File: config.mk
export PLATFORM = sky130hd
export DESIGN_NAME = alu_seq
export DESIGN_NICKNAME = d
export VERILOG_FILES = /design/src/rtl/alu_pkg.sv /design/src/rtl/alu_mul_seq.sv /design/src/rtl/alu_seq.sv
export SDC_FILE = /design/constraint.sdc
export NUM_CORES = 1
export LEC_CHECK = 0
export ABC_CLOCK_PERIOD_IN_PS = 7800
export BUFFER_PORTS_ARGS = -buffer_cell sky130_fd_sc_hd__buf_2
export CORE_ASPECT_RATIO = 0.9
export CORE_MARGIN = 2
export CORE_UTILIZATION = 30
export CTS_CLUSTER_DIAMETER = 100
export DETAILED_ROUTE_END_ITERATION = 8
export MAX_ROUTING_LAYER = met4
export PLACE_DENSITY = 0.48
export SKIP_CTS_REPAIR_TIMING = 1
export SYNTH_ARGS = -nofsm -noshare
export SYNTH_HDL_FRONTEND = slang
export SYNTH_SLANG_ARGS = --single-unit
File: constraint.sdc
create_clock -name clk_i -period 7.8 [get_ports clk_i]
set_input_delay 0.39 -clock clk_i [delete_from_list [all_inputs] [get_ports clk_i]]
set_output_delay 0.39 -clock clk_i [all_outputs]
set_load 0.01 [all_outputs]
File: src/rtl/alu_pkg.sv
// Shared definitions for the SAP ALU: op codes, flag bit positions and multiplier FSM states.
package alu_pkg;

  // Operation codes carried on op_i
  localparam logic [2:0] OP_ADD = 3'b000;
  localparam logic [2:0] OP_SUB = 3'b001;
  localparam logic [2:0] OP_ADC = 3'b010;
  localparam logic [2:0] OP_SBB = 3'b011;
  localparam logic [2:0] OP_AND = 3'b100;
  localparam logic [2:0] OP_OR  = 3'b101;
  localparam logic [2:0] OP_XOR = 3'b110;
  localparam logic [2:0] OP_MUL = 3'b111;

  // Bit positions inside the {C,Z,N,V} flag register
  localparam int unsigned FLG_C = 3;
  localparam int unsigned FLG_Z = 2;
  localparam int unsigned FLG_N = 1;
  localparam int unsigned FLG_V = 0;

  // Shift-add multiplier sequencing
  typedef enum logic [1:0] {
    MUL_IDLE = 2'd0,
    MUL_RUN  = 2'd1,
    MUL_DONE = 2'd2
  } mul_state_e;

  // Assemble a flag word so every producer uses the same bit placement
  function automatic logic [3:0] pack_flags(input logic c, input logic z,
                                            input logic n, input logic v);
    logic [3:0] f;
    f        = '0;
    f[FLG_C] = c;
    f[FLG_Z] = z;
    f[FLG_N] = n;
    f[FLG_V] = v;
    return f;
  endfunction

endpackage

File: src/rtl/alu_mul_seq.sv
// Iterative unsigned shift-add multiplier: one partial-product step per clock.
module alu_mul_seq
  import alu_pkg::*;
#(
  parameter int unsigned WIDTH = 8
) (
  input  logic               clk,
  input  logic               rst_n,
  input  logic               start,
  input  logic [WIDTH-1:0]   a,
  input  logic [WIDTH-1:0]   b,
  output logic               busy,
  output logic               done,
  output logic [2*WIDTH-1:0] product
);

  localparam int unsigned CW = $clog2(WIDTH);
  localparam logic [CW-1:0] LAST = CW'(WIDTH - 1);

  mul_state_e         state, state_nxt;
  logic [CW-1:0]      cnt;
  logic [WIDTH-1:0]   mcand;
  logic [2*WIDTH-1:0] acc;
  logic [WIDTH:0]     sum;
  logic [2*WIDTH:0]   step;

  // State register
  always_ff @(posedge clk or negedge rst_n) begin
    if (!rst_n) state <= MUL_IDLE;
    else        state <= state_nxt;
  end

  // Next-state: IDLE -> RUN (WIDTH steps) -> DONE -> IDLE, DONE may relaunch directly
  always_comb begin
    state_nxt = state;
    case (state)
      MUL_IDLE: if (start) state_nxt = MUL_RUN;
      MUL_RUN:  if (cnt == LAST) state_nxt = MUL_DONE;
      MUL_DONE: state_nxt = start ? MUL_RUN : MUL_IDLE;
      default:  state_nxt = MUL_IDLE;
    endcase
  end

  // One step: add multiplicand into the high half when the current LSB is set, then shift right
  always_comb begin
    sum  = {1'b0, acc[2*WIDTH-1:WIDTH]} + (acc[0] ? {1'b0, mcand} : '0);
    step = {sum, acc[WIDTH-1:0]};
  end

  // The final step's value is presented with done so the parent can register it
  // in the same edge that moves this FSM into DONE.
  assign busy    = (state == MUL_RUN);
  assign done    = busy && (cnt == LAST);
  assign product = step[2*WIDTH:1];

  // Operand latch and accumulator; multiplier (b) is shifted out of the low half
  always_ff @(posedge clk or negedge rst_n) begin
    if (!rst_n) begin
      mcand <= '0;
      acc   <= '0;
      cnt   <= '0;
    end else if (state != MUL_RUN && start) begin
      mcand <= a;
      acc   <= {{WIDTH{1'b0}}, b};
      cnt   <= '0;
    end else if (state == MUL_RUN) begin
      acc   <= step[2*WIDTH:1];
      cnt   <= cnt + 1'b1;
    end
  end

endmodule

File: src/rtl/alu_seq.sv
// SAP ALU: single-cycle arithmetic/logic, sequential multiply, flag register and gated bus drive.
module alu_seq
  import alu_pkg::*;
#(
  parameter int unsigned WIDTH = 8
) (
  input  logic             clk_i,
  input  logic             rstn_i,
  input  logic [WIDTH-1:0] a_i,
  input  logic [WIDTH-1:0] b_i,
  input  logic [2:0]       op_i,
  input  logic             start_i,
  input  logic             flag_we_i,
  input  logic             out_en_i,
  output logic [WIDTH-1:0] res_o,
  output logic [WIDTH-1:0] res_hi_o,
  output logic [WIDTH-1:0] bus_o,
  output logic [3:0]       flags_o,
  output logic             busy_o,
  output logic             valid_o
);

  logic               accept;
  logic               mul_start;
  logic               mul_busy;
  logic               mul_done;
  logic               mul_fwe;
  logic [2*WIDTH-1:0] mul_product;

  logic               use_cin;
  logic [WIDTH:0]     arith;
  logic [WIDTH-1:0]   alu_res;
  logic               alu_c;
  logic               alu_v;

  logic               write;
  logic [WIDTH-1:0]   res_nxt;
  logic [WIDTH-1:0]   hi_nxt;
  logic [3:0]         flags_nxt;

  assign accept    = start_i && !mul_busy;
  assign mul_start = accept && (op_i == OP_MUL);
  assign busy_o    = mul_busy;
  assign bus_o     = out_en_i ? res_o : '0;

  alu_mul_seq #(
    .WIDTH (WIDTH)
  ) u_mul (
    .clk     (clk_i),
    .rst_n   (rstn_i),
    .start   (mul_start),
    .a       (a_i),
    .b       (b_i),
    .busy    (mul_busy),
    .done    (mul_done),
    .product (mul_product)
  );

  // Single-cycle datapath, evaluated at WIDTH+1 bits so bit WIDTH is carry/borrow
  always_comb begin
    arith   = '0;
    alu_res = '0;
    alu_c   = 1'b0;
    alu_v   = 1'b0;
    use_cin = ((op_i == OP_ADC) || (op_i == OP_SBB)) && flags_o[FLG_C];
    case (op_i)
      OP_ADD, OP_ADC: begin
        arith   = {1'b0, a_i} + {1'b0, b_i} + {{WIDTH{1'b0}}, use_cin};
        alu_res = arith[WIDTH-1:0];
        alu_c   = arith[WIDTH];
        alu_v   = (a_i[WIDTH-1] == b_i[WIDTH-1]) && (alu_res[WIDTH-1] != a_i[WIDTH-1]);
      end
      OP_SUB, OP_SBB: begin
        arith   = {1'b0, a_i} - {1'b0, b_i} - {{WIDTH{1'b0}}, use_cin};
        alu_res = arith[WIDTH-1:0];
        alu_c   = arith[WIDTH];
        alu_v   = (a_i[WIDTH-1] != b_i[WIDTH-1]) && (alu_res[WIDTH-1] != a_i[WIDTH-1]);
      end
      OP_AND:  alu_res = a_i & b_i;
      OP_OR:   alu_res = a_i | b_i;
      OP_XOR:  alu_res = a_i ^ b_i;
      default: alu_res = '0;
    endcase
  end

  // Select which producer updates result/flags this edge; both can never fire together
  always_comb begin
    write     = 1'b0;
    res_nxt   = res_o;
    hi_nxt    = res_hi_o;
    flags_nxt = flags_o;
    if (mul_done) begin
      write   = 1'b1;
      res_nxt = mul_product[WIDTH-1:0];
      hi_nxt  = mul_product[2*WIDTH-1:WIDTH];
      if (mul_fwe)
        flags_nxt = pack_flags(|hi_nxt, (mul_product == '0), res_nxt[WIDTH-1], |hi_nxt);
    end else if (accept && (op_i != OP_MUL)) begin
      write   = 1'b1;
      res_nxt = alu_res;
      hi_nxt  = '0;
      if (flag_we_i)
        flags_nxt = pack_flags(alu_c, (alu_res == '0), alu_res[WIDTH-1], alu_v);
    end
  end

  // Result, flag and completion registers; flag_we is captured at multiply launch
  always_ff @(posedge clk_i or negedge rstn_i) begin
    if (!rstn_i) begin
      res_o    <= '0;
      res_hi_o <= '0;
      flags_o  <= '0;
      valid_o  <= 1'b0;
      mul_fwe  <= 1'b0;
    end else begin
      valid_o <= write;
      flags_o <= flags_nxt;
      if (write) begin
        res_o    <= res_nxt;
        res_hi_o <= hi_nxt;
      end
      if (mul_start) mul_fwe <= flag_we_i;
    end
  end

endmodule

==> run_results.csv <==
group,metric,value,unit
cells_and_area,multi_input_area,2340,µm²
detailed_routing,drt_iter0_markers,319,
cells_and_area,regArea,1280,µm²
die,design.core.area,12200,µm²
synthesis,synth_ff_type,"dfrtp_1",
die,io_pins,54,
clock_tree,tritoncts,"built",
power_and_ir_drop,p_seq_share,37.0,%
synthesis,ys_warn_count,0,
synthesis,synth_cells,414,
clock_tree,cts-root-buf,"clkbuf_16",
placement,dp_hpwl,8350,µm
global_route,first_global_vias,3025,
critical_path,worstPathRequired,7980,ps
sta,period_share,41.7,%
sta,hold_viol_final,0,
global_route,grt.overflow.total,0,
synthesis,async_reset_ff_share,100,%
detailed_routing,routed_wl,10500,µm
synthesis,syn_avg_cell_area,9.15,µm²
sta,finClkSkew,5.48,ps
detailed_routing,wire_per_inst,16.8,µm
power_and_ir_drop,total_power,0.00118,W
die,dieArea,13500,µm²
critical_path,worstSetupStartpointType,"flip-flop",
detailed_routing,dr.pass1.iters,4,
detailed_routing,drc_errors,0,
synthesis,netlist_area,3790,µm²
synthesis,ys_types,57,
job,drv_cap,0,
detailed_routing,vias,3164,
die,die_w,122,µm
critical_path,end_kind,"flip-flop",
synthesis,synth_edf_count,0,
sta,rsz0062_at_grt,"no",
critical_path,path_cells,"nand2b_1, inv_2, nand2_1, inv_1, a221oi_1, nor3b_1, nand4_1, a2111o_1, o311ai_0",
worst_hold_path,holdCritPathClass,"in -> async",
sta,drv_slew,0,
cells_and_area,final_common_cell,"nand2_1",
synthesis,synth_area_leader_cell,"dfrtp_1",
cells_and_area,antennaDiodeCount,0,
synthesis,synth_top_area_share,33.7,%
placement,io_buffer_count,53,
placement,gp_congestion,0.864,
power_and_ir_drop,power_frac_clock,19.0,%
critical_path,cp_max_fo,22,
critical_path,cpPeakStageDelay,590,ps
power_and_ir_drop,combPwrFrac,44.0,%
synthesis,yosysSeqAreaShare,33.7,%
cells_and_area,area_growth,15.5,%
global_route,track_usage,16.2,%
detailed_routing,viasPerCell,5.07,
die,rows,38,
critical_path,arrival,3430,ps
status,outcome,"finished, final reports clean",
power_and_ir_drop,power_density,270,nW/µm²
power_and_ir_drop,p_int,0.000705,W
sta,fmax,308,MHz
sta,max_slew_margin,44.6,%
clock_tree,cts_buffers,5,
synthesis,synth_fp_nets,483,
die,initial_core_util,31.1,%
global_route,grt_pass1_wl,16800,µm
synthesis,synth_seq_cells,51,
detailed_routing,drtAntennaViolNets,0,
critical_path,critPathKind,"reg -> reg",
clock_tree,cts_sinks,51,
cells_and_area,nFillCells,1267,
clock_tree,clk-insertion-delay-late,290,ps
cells_and_area,finish.net_count,532,
clock_tree,htreeDepth,2,
power_and_ir_drop,p_leak,2.17,nW
power_and_ir_drop,sw_frac_of_total,40.4,%
cells_and_area,drive_above_1_share,18.3,%
sta,setup_viol,0,
global_route,grt_start_max_net_pins,52,
sta,tightest_slew,831,ps
critical_path,critPathSlowestCell,"nand2b_1",
synthesis,synth.area.top_cells,"dfrtp_1, ha_1, nand2_1",
cells_and_area,final_cell_mix,"nand2_1, buf_2, dfrtp_1",
power_and_ir_drop,p_switching,0.000478,W
global_route,antenna_found_initial,0,
clock_tree,clock_path_buffers,2,
sta,timing.setup.tns,0,ps
power_and_ir_drop,peakVddDrop,0.109,mV
die,die_h,111,µm
sta,layout_min_cycle_time,3250,ps
clock_tree,clk_pin_slew,70,ps
[path summary, 6_finish.rpt]
kind                                         endpoint  cells past startpoint  slack (ps)                       start
max reg2reg                    flags_o[2]$_DFFE_PN0P_                      9        4550  u_mul.state[0]$_DFFE_PN0P_
min in group clk_i           u_mul.acc[6]$_DFFE_PN0P_                      3         390                      b_i[6]
min reg2reg                   res_hi_o[7]$_DFFE_PN0P_                      2         480     res_hi_o[7]$_DFFE_PN0P_
max in group asynchronous  u_mul.mcand[6]$_DFFE_PN0P_                      2        7150                      rstn_i
min                           res_hi_o[4]$_DFFE_PN0P_                      2         210                      rstn_i
max                            flags_o[2]$_DFFE_PN0P_                      9        4550  u_mul.state[0]$_DFFE_PN0P_
[registers in the layout, summed over array words and instances (netlist names)]
register and flops:
valid_o 1, u_mul.mcand 8, res_hi_o 8, flags_o 4
mul_fwe 1, res_o 8, u_mul.acc 16, u_mul.state 2
u_mul.cnt 3
[worst max-delay path, delay by kind of cell (launching register included)]
family / cells / cell delay (ps)
buffers and inverters: 2 / 630
flip-flops: 1 / 380
AO/OA/AOI/OAI: 3 / 720
AND/OR/NAND/NOR: 4 / 1400
[power groups by stage]
stage	Sequential, W	Combinational (W)	Clock, W
3_5_place_dp	0.000442	0.000522	0
6_report	0.000437	0.000521	0.000225
3_3_place_gp	0.000439	0.000520	0
4_1_cts	0.000437	0.000524	0.000232
2_1_floorplan	0.000431	0.000350	0
5_1_grt	0.000452	0.000589	0.000244
[Yosys cell counts, types with 2 or more instances]
| master | count |
|---|---|
| a211oi_1 | 3 |
| a21o_1 | 7 |
| a21oi_1 | 11 |
| a221oi_1 | 2 |
| a22oi_1 | 14 |
| a31oi_1 | 2 |
| and2_1 | 16 |
| and3_1 | 3 |
| clkbuf_1 | 12 |
| dfrtp_1 | 51 |
| fa_1 | 5 |
| ha_1 | 40 |
| inv_1 | 33 |
| mux2_2 | 10 |
| mux2i_1 | 9 |
| mux4_2 | 2 |
| nand2_1 | 57 |
| nand2b_1 | 5 |
| nand3_1 | 7 |
| nand3b_1 | 2 |
| nand4_1 | 2 |
| nor2_1 | 15 |
| nor3_1 | 5 |
| nor3b_1 | 2 |
| nor4_1 | 3 |
| o21a_1 | 2 |
| o21ai_0 | 27 |
| o221ai_1 | 5 |
| o22ai_1 | 13 |
| o311ai_0 | 2 |
| o31ai_1 | 2 |
| or2_2 | 4 |
| or3_1 | 3 |
| xnor2_1 | 8 |
| xor2_1 | 8 |
[stage by stage]
| stage | hold slack, ps | utilization [%] | setup slack [ps] | cell area, µm² | instances |
|---|---|---|---|---|---|
| finish | 210 | 36.0 | 4550 | 4380 | 624 |
| global placement | 464 | 34.7 | 4440 | 4220 | 616 |
| floorplan | 94.4 | - | 4400 | 3790 | 414 |
| CTS | 245 | 36.0 | 4540 | 4380 | 624 |
| detailed placement | 468 | 34.7 | 4380 | 4220 | 616 |
| global route | 273 | 36.0 | 4150 | 4380 | 624 |
[cells by family after synthesis]
kind of cell             synth area share (%)
adder cells (fa/ha/maj)                  15.8
multiplexers                             6.54
flip-flops                               33.7
AND/OR/NAND/NOR                          16.4
buffers and inverters                    4.69
AO/OA/AOI/OAI                            19.1
XOR/XNOR                                 3.70
[routing by layer]
metal  vias up  GRT usage [%]  share of wire (%)
li1       1571              -                  -
met1      1487           24.4                 51
met2        93           22.7                 43
met3        13           2.43                5.1
met4         0           3.75                1.5
met5         -              -                  0
[final cells by class]
type                       count  share of cell area, %
tap                          160                   4.57
timing repair buffer          55                   6.40
sequential                    51                   29.2
multi-input combinational    316                   53.4
clock inverter                 2                  0.372
inverter                      34                   2.92
clock buffer                   6                   3.17
Power figures use the tool's default switching activity.
